File: config.mk
export PLATFORM = sky130hd
export DESIGN_NAME = branch_sequencer
export DESIGN_NICKNAME = d
export VERILOG_FILES = /design/src/rtl/core_pkg.sv /design/src/rtl/branch_resolve.sv /design/src/rtl/branch_sequencer.sv
export SDC_FILE = /design/constraint.sdc
export NUM_CORES = 1
export LEC_CHECK = 0
export CAP_MARGIN = 20
export CORE_ASPECT_RATIO = 1.25
export CORE_UTILIZATION = 45
export DETAILED_ROUTE_END_ITERATION = 10
export DONT_BUFFER_PORTS = 1
export GPL_TIMING_DRIVEN = 1
export MAX_ROUTING_LAYER = met4
export PLACE_DENSITY_LB_ADDON = 0.2
export SYNTH_ARGS = -nofsm -noshare
export SYNTH_HDL_FRONTEND = slang
export SYNTH_SLANG_ARGS = --single-unit
File: constraint.sdc
create_clock -name clk -period 2.5 [get_ports clk]
set_clock_uncertainty 0.1 [all_clocks]
set_input_delay 0.5 -clock clk [delete_from_list [all_inputs] [get_ports clk]]
set_output_delay 0.5 -clock clk [all_outputs]
set_load 0.005 [all_outputs]
File: src/rtl/core_pkg.sv
// Shared types and constants for the core's program-flow logic.
package core_pkg;
  typedef enum logic [1:0] {IDLE = 2'd0, RUN = 2'd1, DONE = 2'd2} seq_state_t;
  typedef enum logic [1:0] {BR_ALWAYS = 2'd0, BR_EQ = 2'd1, BR_LT = 2'd2, BR_NE = 2'd3} branch_cond_t;
  localparam int FLAG_EQ = 0;
  localparam int FLAG_LT = 1;
  localparam int FLAG_C  = 2;
endpackage

File: src/rtl/branch_resolve.sv
// Pure combinational branch condition check and target generation.
module branch_resolve
  import core_pkg::*;
#(
  parameter int PC_W = 9
) (
  input  logic [1:0]      branch_cond_i,
  input  logic [2:0]      flags_i,
  input  logic [5:0]      immediate_i,
  output logic            cond_met_o,
  output logic [PC_W-1:0] target_o
);
  // carry is carried in the flag word but no condition code tests it
  logic unused_carry;
  assign unused_carry = flags_i[FLAG_C];

  always_comb begin
    cond_met_o = 1'b1;
    case (branch_cond_t'(branch_cond_i))
      BR_ALWAYS: cond_met_o = 1'b1;
      BR_EQ:     cond_met_o = flags_i[FLAG_EQ];
      BR_LT:     cond_met_o = flags_i[FLAG_LT];
      BR_NE:     cond_met_o = ~flags_i[FLAG_EQ];
      default:   cond_met_o = 1'b1;
    endcase
  end

  assign target_o = PC_W'({immediate_i, 3'b000});
endmodule

File: src/rtl/branch_sequencer.sv
// Program-flow controller: PC, flag register, retired count and start/done handshake.
module branch_sequencer
  import core_pkg::*;
#(
  parameter int PC_W  = 9,
  parameter int CNT_W = 16
) (
  input  logic             clk,
  input  logic             rst_n,
  input  logic             start,
  input  logic             stall,
  input  logic             halt,
  input  logic             branch_instr,
  input  logic [1:0]       branch_cond,
  input  logic [5:0]       immediate,
  input  logic             change_flag,
  input  logic [2:0]       flag_in,
  output logic [PC_W-1:0]  pc,
  output logic [2:0]       flags,
  output logic             branch_taken,
  output logic             running,
  output logic             done,
  output logic             overflow,
  output logic [CNT_W-1:0] instr_count
);
  seq_state_t       state_q, state_d;
  logic [PC_W-1:0]  pc_q, pc_d;
  logic [2:0]       flags_q, flags_d;
  logic             ovf_q, ovf_d;
  logic [CNT_W-1:0] cnt_q, cnt_d;
  logic             start_q, armed_q;
  logic             start_rise, retire, cond_met;
  logic [PC_W-1:0]  target;

  branch_resolve #(.PC_W(PC_W)) u_resolve (
    .branch_cond_i(branch_cond),
    .flags_i      (flags_q),
    .immediate_i  (immediate),
    .cond_met_o   (cond_met),
    .target_o     (target)
  );

  // armed_q blocks a start held high through reset from looking like a fresh edge
  assign start_rise   = start & ~start_q & armed_q;
  assign retire       = (state_q == RUN) & ~stall & ~start_rise;
  assign branch_taken = retire & branch_instr & ~halt & cond_met;

  always_comb begin
    state_d = state_q;
    pc_d    = pc_q;
    flags_d = flags_q;
    ovf_d   = ovf_q;
    cnt_d   = cnt_q;
    if (start_rise) begin
      state_d = RUN;
      pc_d    = '0;
      flags_d = '0;
      ovf_d   = 1'b0;
      cnt_d   = '0;
    end else if (retire) begin
      cnt_d = (cnt_q == '1) ? cnt_q : cnt_q + CNT_W'(1);
      if (change_flag) flags_d = flag_in;
      if (halt) begin
        state_d = DONE;
      end else if (branch_taken) begin
        pc_d = target;
      end else if (pc_q == '1) begin
        state_d = DONE;
        ovf_d   = 1'b1;
      end else begin
        pc_d = pc_q + PC_W'(1);
      end
    end
  end

  always_ff @(posedge clk or negedge rst_n) begin
    if (!rst_n) begin
      state_q <= IDLE;
      pc_q    <= '0;
      flags_q <= '0;
      ovf_q   <= 1'b0;
      cnt_q   <= '0;
    end else if (!stall || start_rise) begin
      state_q <= state_d;
      pc_q    <= pc_d;
      flags_q <= flags_d;
      ovf_q   <= ovf_d;
      cnt_q   <= cnt_d;
    end
  end

  always_ff @(posedge clk or negedge rst_n) begin
    if (!rst_n) begin
      start_q <= 1'b0;
      armed_q <= 1'b0;
    end else begin
      start_q <= start;
      armed_q <= armed_q | ~start;
    end
  end

  assign pc          = pc_q;
  assign flags       = flags_q;
  assign running     = (state_q == RUN);
  assign done        = (state_q == DONE);
  assign overflow    = ovf_q;
  assign instr_count = cnt_q;
endmodule

**Word-level counts from Yosys, hierarchy flattened**

Index checks and enable logic that the tools add are counted.

- Order comparisons: 0
- Muxes and demuxes: 22
- Shift operators: 0
- Bitwise logic cells: 14
- Divide/modulo/power cells: 0
- Add/sub/neg operators: 2
- Multipliers: 0
- Equality and inequality tests: 12
- Reduce and logical (&&, ||, !) cells: 12

Operators by type and width:

| kind | count |
|---|---|
| 16-bit 2-to-1 mux | 3 |
| 9-bit 2-to-1 mux | 5 |
| 16-bit by 1-bit adder with 16-bit output, second input constant | 1 |
| 16-bit equality test, second input constant | 1 |
| 2-bit 2-to-1 mux | 5 |
| 9-bit by 1-bit adder with 9-bit output, second input constant | 1 |
| 9-bit equality test, second input constant | 1 |
| 3-bit 2-to-1 mux | 3 |
| 4-bit AND reduction | 2 |
| 1-bit bitwise AND | 7 |
| 2-bit equality test, second input constant | 3 |
| 1-bit inverter | 6 |
| 3-bit AND reduction | 2 |
| 2-bit nonzero test | 3 |
| 1-bit 2-to-1 mux | 5 |
| 5-bit AND reduction | 1 |
| 2-bit by 1-bit equality test with 1-bit output, second input constant | 2 |
| 2-bit by 1-bit inequality test with 1-bit output, second input constant | 2 |
| 1-bit one-hot mux with 4 select lines | 1 |
| 3-bit by 2-bit inequality test with 1-bit output, second input constant | 1 |
| 3-bit inequality test, second input constant | 1 |
| 3-bit nonzero test | 1 |
| 2-bit logical NOT | 1 |
| 2-bit inequality test, second input constant | 1 |
| 3 further kinds | 3 |

- Output and inout bits: 32
- ROM bits: 0
- Bits of input ports: 18
- Memories: 0
- Memory bits (writable): 0
- Flip-flop bits (word level): 33
- Bits in latches: 0
- Word-level logic and storage cells: 69

**Logic depth before layout (Yosys ltp)**

Gate-level depths: netlist of run 1.

- Depth in word-level cells: 12
- Mapped depth: 10

**Modules after synthesis**

A second synthesis of run 1 with hierarchy kept.

- Cells, all modules: 212
- Area, all modules: 1891.8 um2

Modules (own cells, without submodules):

| module | instances | area each (um2) | cells an instance |
|---|---|---|---|
| branch_sequencer | 1 | 1795.5 | 198 |
| branch_resolve | 1 | 96.3 | 14 |

**Least setup slack after synthesis of run 1**

OpenSTA, ideal clock, no wires.

- Path kind: reg-to-reg
- From: reg pc_q[0] (netlist: pc[0])
- To: reg pc_q[6] (netlist: pc[6])
- Slack: 0.303 ns
- Cell stages (with the launch flop): 11
- Arrival time: 1.960 ns
- Path buffers: 1
- Clock period less this slack: 2.197 ns
- Required time: 2.263 ns
- Cells stage by stage: dfrtp_1 -> ha_1 -> nand3_1 -> nor2_1 -> ha_1 -> clkbuf_1 -> nand4b_1 -> or2_2 -> and2_1 -> o21ai_0 -> a31oi_1

- Word-level cells in the longest chain between the ends: 6
- Elaborated cells between the ends (all ways): 9
- Those cells by class: 1 x add/sub; 2 x eq/ne; 5 x mux; 1 x reduce/logical

RTL lines:

| what | RTL line | text |
|---|---|---|
| start: declaration | branch_sequencer.sv:27 | `logic [PC_W-1:0] pc_q, pc_d;` |
| start signal: assignment | branch_sequencer.sv:85 | `pc_q <= pc_d;` |
| 9-bit by 1-bit adder with 9-bit output | branch_sequencer.sv:71 | `pc_d = pc_q + PC_W'(1);` |
| 9-bit 2-to-1 mux | branch_sequencer.sv:67 | `end else if (pc_q == '1) begin` |
| 9-bit 2-to-1 mux | branch_sequencer.sv:65 | `end else if (branch_taken) begin` |
| 9-bit 2-to-1 mux | branch_sequencer.sv:63 | `if (halt) begin` |
| 9-bit 2-to-1 mux | branch_sequencer.sv:60 | `end else if (retire) begin` |
| 9-bit 2-to-1 mux | branch_sequencer.sv:54 | `if (start_rise) begin` |

Several ways; a longest one is shown, not always the timed one. The select of a mux whose other input is x is not followed.
A chain may end at the register's enable or synchronous reset.

**Worst setup path in the final report of run 1**

- From: reg state_q[1]
- To: out branch_taken

- Word-level cells in the longest chain between the ends: 6

RTL lines:

| what | RTL line | text |
|---|---|---|
| start: declaration | branch_sequencer.sv:26 | `seq_state_t state_q, state_d;` |
| start signal: assignment | branch_sequencer.sv:84 | `state_q <= state_d;` |
| 2-bit by 1-bit equality test with 1-bit output | -- |  |
| via running | branch_sequencer.sv:21 | `output logic running,` |
| 1-bit bitwise AND (2 in series) | branch_sequencer.sv:45 | `assign retire = (state_q == RUN) & ~stall & ~start_rise;` |
| 1-bit bitwise AND (3 in series) | branch_sequencer.sv:46 | `assign branch_taken = retire & branch_instr & ~halt & cond_met;` |
| end: declaration | branch_sequencer.sv:20 | `output logic branch_taken,` |

The timed path passes the listed nets, and every way through them passes these cells.

==> results of run 1 <==
## metal layers
layer  up-vias  track usage, %  wire (µm)
met3         5            5.57        230
met2        43            39.0       2320
li1        722               -          -
met5         -               -          0
met1       740            22.9       1660
met4         0            9.82         61
## power by group
group          switching [µW]  total, µW  internal (µW)  leakage [µW]
Combinational             114        203           89.7      0.000392
Sequential               87.5        674            586      0.000440
Clock                     191        384            193     0.0000450
Total                     392       1260            869      0.000877
## kinds of logic after synthesis
logic type,share of synthesized area (%)
adder cells (fa/ha/maj),2.01
multiplexers,3.22
AND/OR/NAND/NOR,28.2
flip-flops,44.3
XOR/XNOR,5.16
buffers and inverters,3.02
AO/OA/AOI/OAI,14.1
## cells in the final DEF (no fill, tap or decap), types with 6 or more instances in the layout
cell type  instances
dfrtp_1           33
o22ai_1            7
nand2_1           25
nor2_1            24
a21oi_1           12
nand3_1           10
mux2i_1            6
xnor2_1            9
and3_1             6
nand2b_1           7
## layout make-up
type / count / area share (%)
clock buffers: 6 / 3.55
clock inverters: 2 / 0.490
inverters: 4 / 0.734
multi-input cells: 155 / 48.2
flip-flops and latches: 33 / 40.4
well taps: 54 / 3.30
repair buffers: 7 / 3.30
## flip-flops by register name (all words and copies together), names as in the netlist
register,cells
overflow,1
armed_q,1
flags,3
instr_count,16
state_q,2
pc,9
start_q,1
## cell usage after synthesis (2+ instances only)
| library cell | n | area share [%] |
|---|---|---|
| buf_2 | 3 | 0.80 |
| a211oi_1 | 5 | 2.0 |
| a21oi_1 | 12 | 3.2 |
| nand2b_1 | 7 | 2.3 |
| xnor2_1 | 9 | 4.2 |
| nor2b_1 | 2 | 0.67 |
| clkbuf_1 | 5 | 1.0 |
| o22ai_1 | 7 | 2.3 |
| nand4b_1 | 2 | 0.94 |
| ha_1 | 3 | 2.0 |
| inv_1 | 4 | 0.80 |
| dfrtp_1 | 33 | 44 |
| mux2i_1 | 6 | 3.2 |
| xor2_1 | 2 | 0.94 |
| nor2_1 | 24 | 4.8 |
| a31oi_1 | 2 | 0.67 |
| o21ai_0 | 4 | 1.1 |
| and4_1 | 3 | 1.4 |
| and3_1 | 6 | 2.0 |
| nor3_1 | 2 | 0.54 |
| nand3_1 | 10 | 2.7 |
| nand2_1 | 25 | 5.0 |
| or2_2 | 4 | 1.3 |
| or3_1 | 3 | 1.0 |
| nor3b_4 | 2 | 2.0 |
## worst min-delay path by stage
stage                     start                         end  slack (ps)  cells past startpoint
after global placement    rst_n  instr_count[6]$_DFFE_PN0P_         110                      0
after detailed placement  rst_n  instr_count[6]$_DFFE_PN0P_         110                      0
final                     start           start_q$_DFF_PN0_         140                      0
after global routing      start           start_q$_DFF_PN0_         130                      0
after floorplan           rst_n           armed_q$_DFF_PN0_         100                      0
after CTS                 start           start_q$_DFF_PN0_         130                      0
## repair_timing
item,CTS,global route
endpoints found under the setup margin,0,2
hold endpoints to repair,33,0
hold buffers,2,0
gates resized for setup,0,1
buffers inserted,0,2
## critical path: cells and delay by family, from the launching register on
kind | cells | cell delay, ps
and+or+nand+nor | 5 | 900
DFF | 1 | 450
## per-stage QoR
step	power (µW)	utilization, %	instances
2_1_floorplan	815	-	201
3_3_place_gp	856	49.4	249
3_5_place_dp	874	49.4	249
4_1_cts	1270	52.3	259
5_1_grt	1340	52.7	261
6_report	1260	52.7	261
==> key figures, run 1 <==
Worst setup path
  – Worst-path cell chain: nor2b_1, nand2b_1, nor2_1, nand2_1, nor2_1
  – Crit-path slowest cell: dfrtp_1
  – FF-to-FF setup slack: approximately 270 ps
  – CP max FO: 5
  – Crit start category: flip-flop
  – Crit path kind: flip-flop to output pin
  – Critical path endpoint: branch_taken
  – Worst EP required: around 1900 ps
  – End of the worst register-to-register path: pc[6]$_DFFE_PN0P_
  – Worst R2R Start: pc[0]$_DFFE_PN0P_
  – R2r worst-path depth: 9
  – Critical path capture point type: output pin
  – Setup crit start: state_q[1]$_DFFE_PN0P_
  – Crit-path max cell delay: 450 ps
  – Worst path most repeated cell: nor2_1
  – WP data arrival: 1640 ps

Floorplanning
  – Initial Util: 48.1%
  – Core Region: 3880 µm²
  – Die area: roughly 4400 µm²
  – Height of the die: between 70 and 80 µm
  – # rows: 25
  – Total I/O pin count: 50
  – Die span in x: 59.6 µm

Global route
  – Initial antenna violation count: 0
  – First-pass GRT wire length: 7030 µm
  – GRT Total Usage: 22.1%
  – Vias in the first global route: 1580
  – Largest net degree at the start of global routing: 34
  – Gr ovfl total: 0

STA
  – Achievable Freq: 447 MHz
  – Fin. Hold Viols: 0
  – # setup viols final: 0
  – Setup ws final: around 260 ps
  – Period utilisation layout: approximately 89%
  – Slew HR: 51.2%
  – RSZ-0062 raised after global routing: false
  – Worst slew pin tran: ~730 ps
  – Final hold slack: between 100 and 150 ps
  – Period minus WS final: 2240 ps
  – Final TNS setup: 0 ps
  – Max Slew Vio Count: 0

Synth
  – Number of enable flip-flop cells after synthesis: 0
  – Post-synthesis cell type count: 41
  – Synth Flop Type: dfrtp_1
  – Yosys warnings: 0
  – Register area share after synthesis: 44.3%
  – Share of synthesized registers carrying an async set or reset: 100%
  – Synth Register Bits: 33
  – Post-Syn Instances: approximately 200
  – Mapped Area: 1870 µm²
  – Mean post-synth cell area: 9.28 µm²
  – Syn Nets: 222

Drt
  – Residual DRC count: 0
  – DR vias/cell: about 5.8
  – Wire per inst: 16.3 µm
  – 1st-iter DRT viols: 95
  – Via count: 1510
  – Pre-antenna DRT Iters: 6
  – Detailed Route WL: 4270 µm
  – Antenna-violating nets left: 0

Placement
  – Place WS: 182 ps
  – Placed instance area: 1910 µm²
  – IO Port Bufs: 0
  – Placer Congestion: 0.802
  – Detailed-placement wirelength estimate: around 3100 µm

Power and ir drop
  – Power density over the cells: just over 600 nW/µm²
  – Maximum vdd drop: about 0.32 mV
  – LEAKAGE: about 0.00088 µW

Cells and area
  – Share of cells above drive strength 1: 13.0%
  – Post-layout instance area: between 2000 and 2500 µm²
  – Area Overhead vs Synth: 9.59%
  – Fill cell total of the finished layout: ~370
  – Register area: 826 µm²
  – Net count reported at finish: approximately 230
  – # diodes: 0
  – Multi-input gate area: slightly below 1000 µm²

Clock network
  – CTS sink cnt: 33
  – Clock Tree Buf Depth: 2
  – Root buffer cell: clkbuf_8
  – Num CTS Buffers: 5
  – Clock transition at the registers of the reported paths: ~70 ps
  – CTS H-tree lvls: 2
  – Worst skew pair latency: 280 ps
  – CTS tree: done

Flow run
  – Max-cap violation count: 0

Worst hold path
  – Hold crit path type: input port to flip-flop

Outcome
  – Outcome: finished clean
(Power assumes the default switching activity.)
==> inputs of run 2 (changes only) <==
--- a/config.mk
+++ b/config.mk
@@ -5,7 +5,7 @@
 export SDC_FILE = /design/constraint.sdc
 export NUM_CORES = 1
 export LEC_CHECK = 0
-export CAP_MARGIN = 20
+export ABC_AREA = 0
 export CORE_ASPECT_RATIO = 1.25
 export CORE_UTILIZATION = 45
 export DETAILED_ROUTE_END_ITERATION = 10
@@ -13,6 +13,7 @@
 export GPL_TIMING_DRIVEN = 1
 export MAX_ROUTING_LAYER = met4
 export PLACE_DENSITY_LB_ADDON = 0.2
+export RECOVER_POWER = 50
 export SYNTH_ARGS = -nofsm -noshare
 export SYNTH_HDL_FRONTEND = slang
 export SYNTH_SLANG_ARGS = --single-unit
==> run 2 against run 1 <==
Wire length did not move. Fmax unchanged. Combinational power hardly changed. Cell count did not move. First-iteration DRC count unchanged. Worst setup slack stayed put. Sequential power is essentially flat. Die area unchanged. Global-route usage stayed put. Flip-flop and latch count stayed put. Critical endpoint unchanged. Highest routed layer unchanged.
==> key figures, run 2 (same netlist as run 1, synthesis figures left out) <==
Outcome
  – Outcome: finished clean

Placement
  – IO Port Bufs: 0 (unchanged)
  – Placed Cells: 249 (unchanged)
  – Detailed-placement wirelength estimate: 3070 µm (unchanged)
  – Placer Congestion: 0.802 (unchanged)

Drt
  – Wire per inst: 16.3 µm (unchanged)
  – DR vias/cell: 5.79 (unchanged)
  – Residual DRC count: 0 (unchanged)
  – Detailed Route WL: 4270 µm (unchanged)
  – 1st-iter DRT viols: 95 (unchanged)
  – Antenna-violating nets left: 0 (unchanged)
  – Via count: 1510 (unchanged)
  – Pre-antenna DRT Iters: 6 (unchanged)

Clock network
  – Worst skew pair latency: 280 ps (about the same)
  – CTS tree: done
  – Num CTS Buffers: 5 (unchanged)
  – Clock Tree Buf Depth: 2 (unchanged)
  – CTS sink cnt: 33 (unchanged)
  – Clock transition at the registers of the reported paths: 70 ps (about the same)
  – CTS H-tree lvls: 2 (unchanged)
  – Root buffer cell: clkbuf_8

Cells and area
  – Commonest non-fill, non-tap cell in the layout: dfrtp_1
  – Largest register FFs: 16 (unchanged)
  – Fill cell total of the finished layout: 373 (+0.54%)
  – # diodes: 0 (unchanged)
  – Area Overhead vs Synth: 9.19%
  – Share of cells above drive strength 1: 12.6% (-0.48 points)
  – Cell Count, Final, Fillers Out: 261 (unchanged)
  – Net count reported at finish: 227 (unchanged)
  – Fin util: 52.5% (-0.19 points)
  – Most frequent cells in the layout: dfrtp_1, nand2_1, nor2_1

Floorplanning
  – Die area: 4410 µm² (unchanged)
  – Die span in x: 59.6 µm (unchanged)
  – Height of the die: 74.0 µm (unchanged)
  – Total I/O pin count: 50 (unchanged)
  – Core Region: 3880 µm² (unchanged)
  – Initial Util: 48.1% (unchanged)
  – # rows: 25 (unchanged)

Worst hold path
  – Hold crit path type: input port to flip-flop

STA
  – Period minus WS final: 2240 ps (unchanged)
  – Fin. Hold Viols: 0 (unchanged)
  – # setup viols final: 0 (unchanged)
  – RSZ-0062 raised after global routing: false
  – Period utilisation layout: 89.5% (unchanged)
  – Max Slew Vio Count: 0 (unchanged)
  – Worst slew pin tran: 1460 ps (+732 ps)
  – Achievable Freq: 447 MHz (unchanged)
  – Slew HR: 2.39% (-49 points)
  – Final TNS setup: 0 ps (unchanged)

Worst setup path
  – End of the worst register-to-register path: pc[6]$_DFFE_PN0P_
  – FF-to-FF setup slack: 270 ps (about the same)
  – R2r worst-path depth: 9 (unchanged)
  – Crit-path max cell delay: 450 ps (about the same)
  – Crit-path slowest cell: dfrtp_1
  – Worst-path cell chain: nor2b_1, nand2b_1, nor2_1, nand2_1, nor2_1
  – Setup crit start: state_q[1]$_DFFE_PN0P_
  – Crit path kind: flip-flop to output pin
  – WP data arrival: 1640 ps (about the same)
  – Crit start category: flip-flop
  – Worst path most repeated cell: nor2_1
  – Critical path capture point type: output pin
  – Worst R2R Start: pc[0]$_DFFE_PN0P_
  – Critical path endpoint: branch_taken
  – Worst EP required: 1900 ps (about the same)
  – CP max FO: 5 (unchanged)

Global route
  – First-pass GRT wire length: 7030 µm (unchanged)
  – Initial antenna violation count: 0 (unchanged)
  – Largest net degree at the start of global routing: 34 (unchanged)
  – GRT Total Usage: 22.1% (unchanged)
  – Vias in the first global route: 1580 (unchanged)
  – Gr ovfl total: 0 (unchanged)

Power and ir drop
  – LEAKAGE: 0.000881 µW (+0.42%)
  – Power density over the cells: 618 nW/µm² (+0.17%)
  – Maximum vdd drop: 0.321 mV (unchanged)

Flow run
  – Max-cap violation count: 0 (unchanged)
run 2: cell types whose count changed in the layout (fill, tap and decap cells not counted), sizes merged:
cell,change
buf,-1
dlymetal6s2s,+1
run 2: per-stage QoR:
stage          worst slack (ps)  total power, µW  hold slack (ps)  instance area, µm²
2_1_floorplan               303              815              104                1870
3_3_place_gp                228              856              105                1910
3_5_place_dp                182              874              105                1910
4_1_cts                     154             1270              131                2030
5_1_grt                    56.6             1340              127                2040
6_report                    264             1260              141                2040
run 2: what timing repair did:
action                                  CTS  global route
setup buffers                             0             2
endpoints found under the setup margin    0             2
hold buffers                              2             0
endpoints found under the hold margin    33             0
gates resized for setup                   0             1
run 2: final cells by class:
| type | instances | area, µm² | share of cell area (%) |
|---|---|---|---|
| timing repair buffer | 7 | 60.1 | 2.95 |
| inverter | 4 | 15.0 | 0.737 |
| sequential | 33 | 826 | 40.5 |
| clock inverter | 2 | 10.0 | 0.491 |
| tap | 54 | 67.6 | 3.32 |
| multi-input combinational | 155 | 986 | 48.4 |
| clock buffer | 6 | 72.6 | 3.56 |
run 2: metal layers:
layer | global-route usage [%] | vias to the layer above | wire (µm)
met3 | 5.57 | 5 | 230
li1 | - | 722 | -
met1 | 22.9 | 740 | 1660
met2 | 39.0 | 43 | 2320
met5 | - | - | 0
met4 | 9.82 | 0 | 61
run 2: power breakdown:
| part | internal, µW | switching (µW) | total (µW) | leakage, µW |
|---|---|---|---|---|
| Combinational | 87.7 | 113 | 201 | 0.000396 |
| Sequential | 586 | 87.5 | 674 | 0.000440 |
| Clock | 193 | 191 | 384 | 0.0000450 |
| Total | 867 | 392 | 1260 | 0.000881 |
run 2: how the worst min path moves through the flow:
| stage | start | end | slack [ps] | depth (start not counted) |
|---|---|---|---|---|
| after floorplan | rst_n | armed_q$_DFF_PN0_ | 100 | 0 |
| after detailed placement | rst_n | instr_count[6]$_DFFE_PN0P_ | 110 | 0 |
| final | start | start_q$_DFF_PN0_ | 140 | 0 |
| after CTS | start | start_q$_DFF_PN0_ | 130 | 0 |
| after global routing | start | start_q$_DFF_PN0_ | 130 | 0 |
| after global placement | rst_n | instr_count[6]$_DFFE_PN0P_ | 110 | 0 |
run 2: critical path: cells and delay by family (launching register included):
| family | cells | cell delay [ps] |
|---|---|---|
| flip-flops | 1 | 450 |
| AND/OR/NAND/NOR | 5 | 900 |
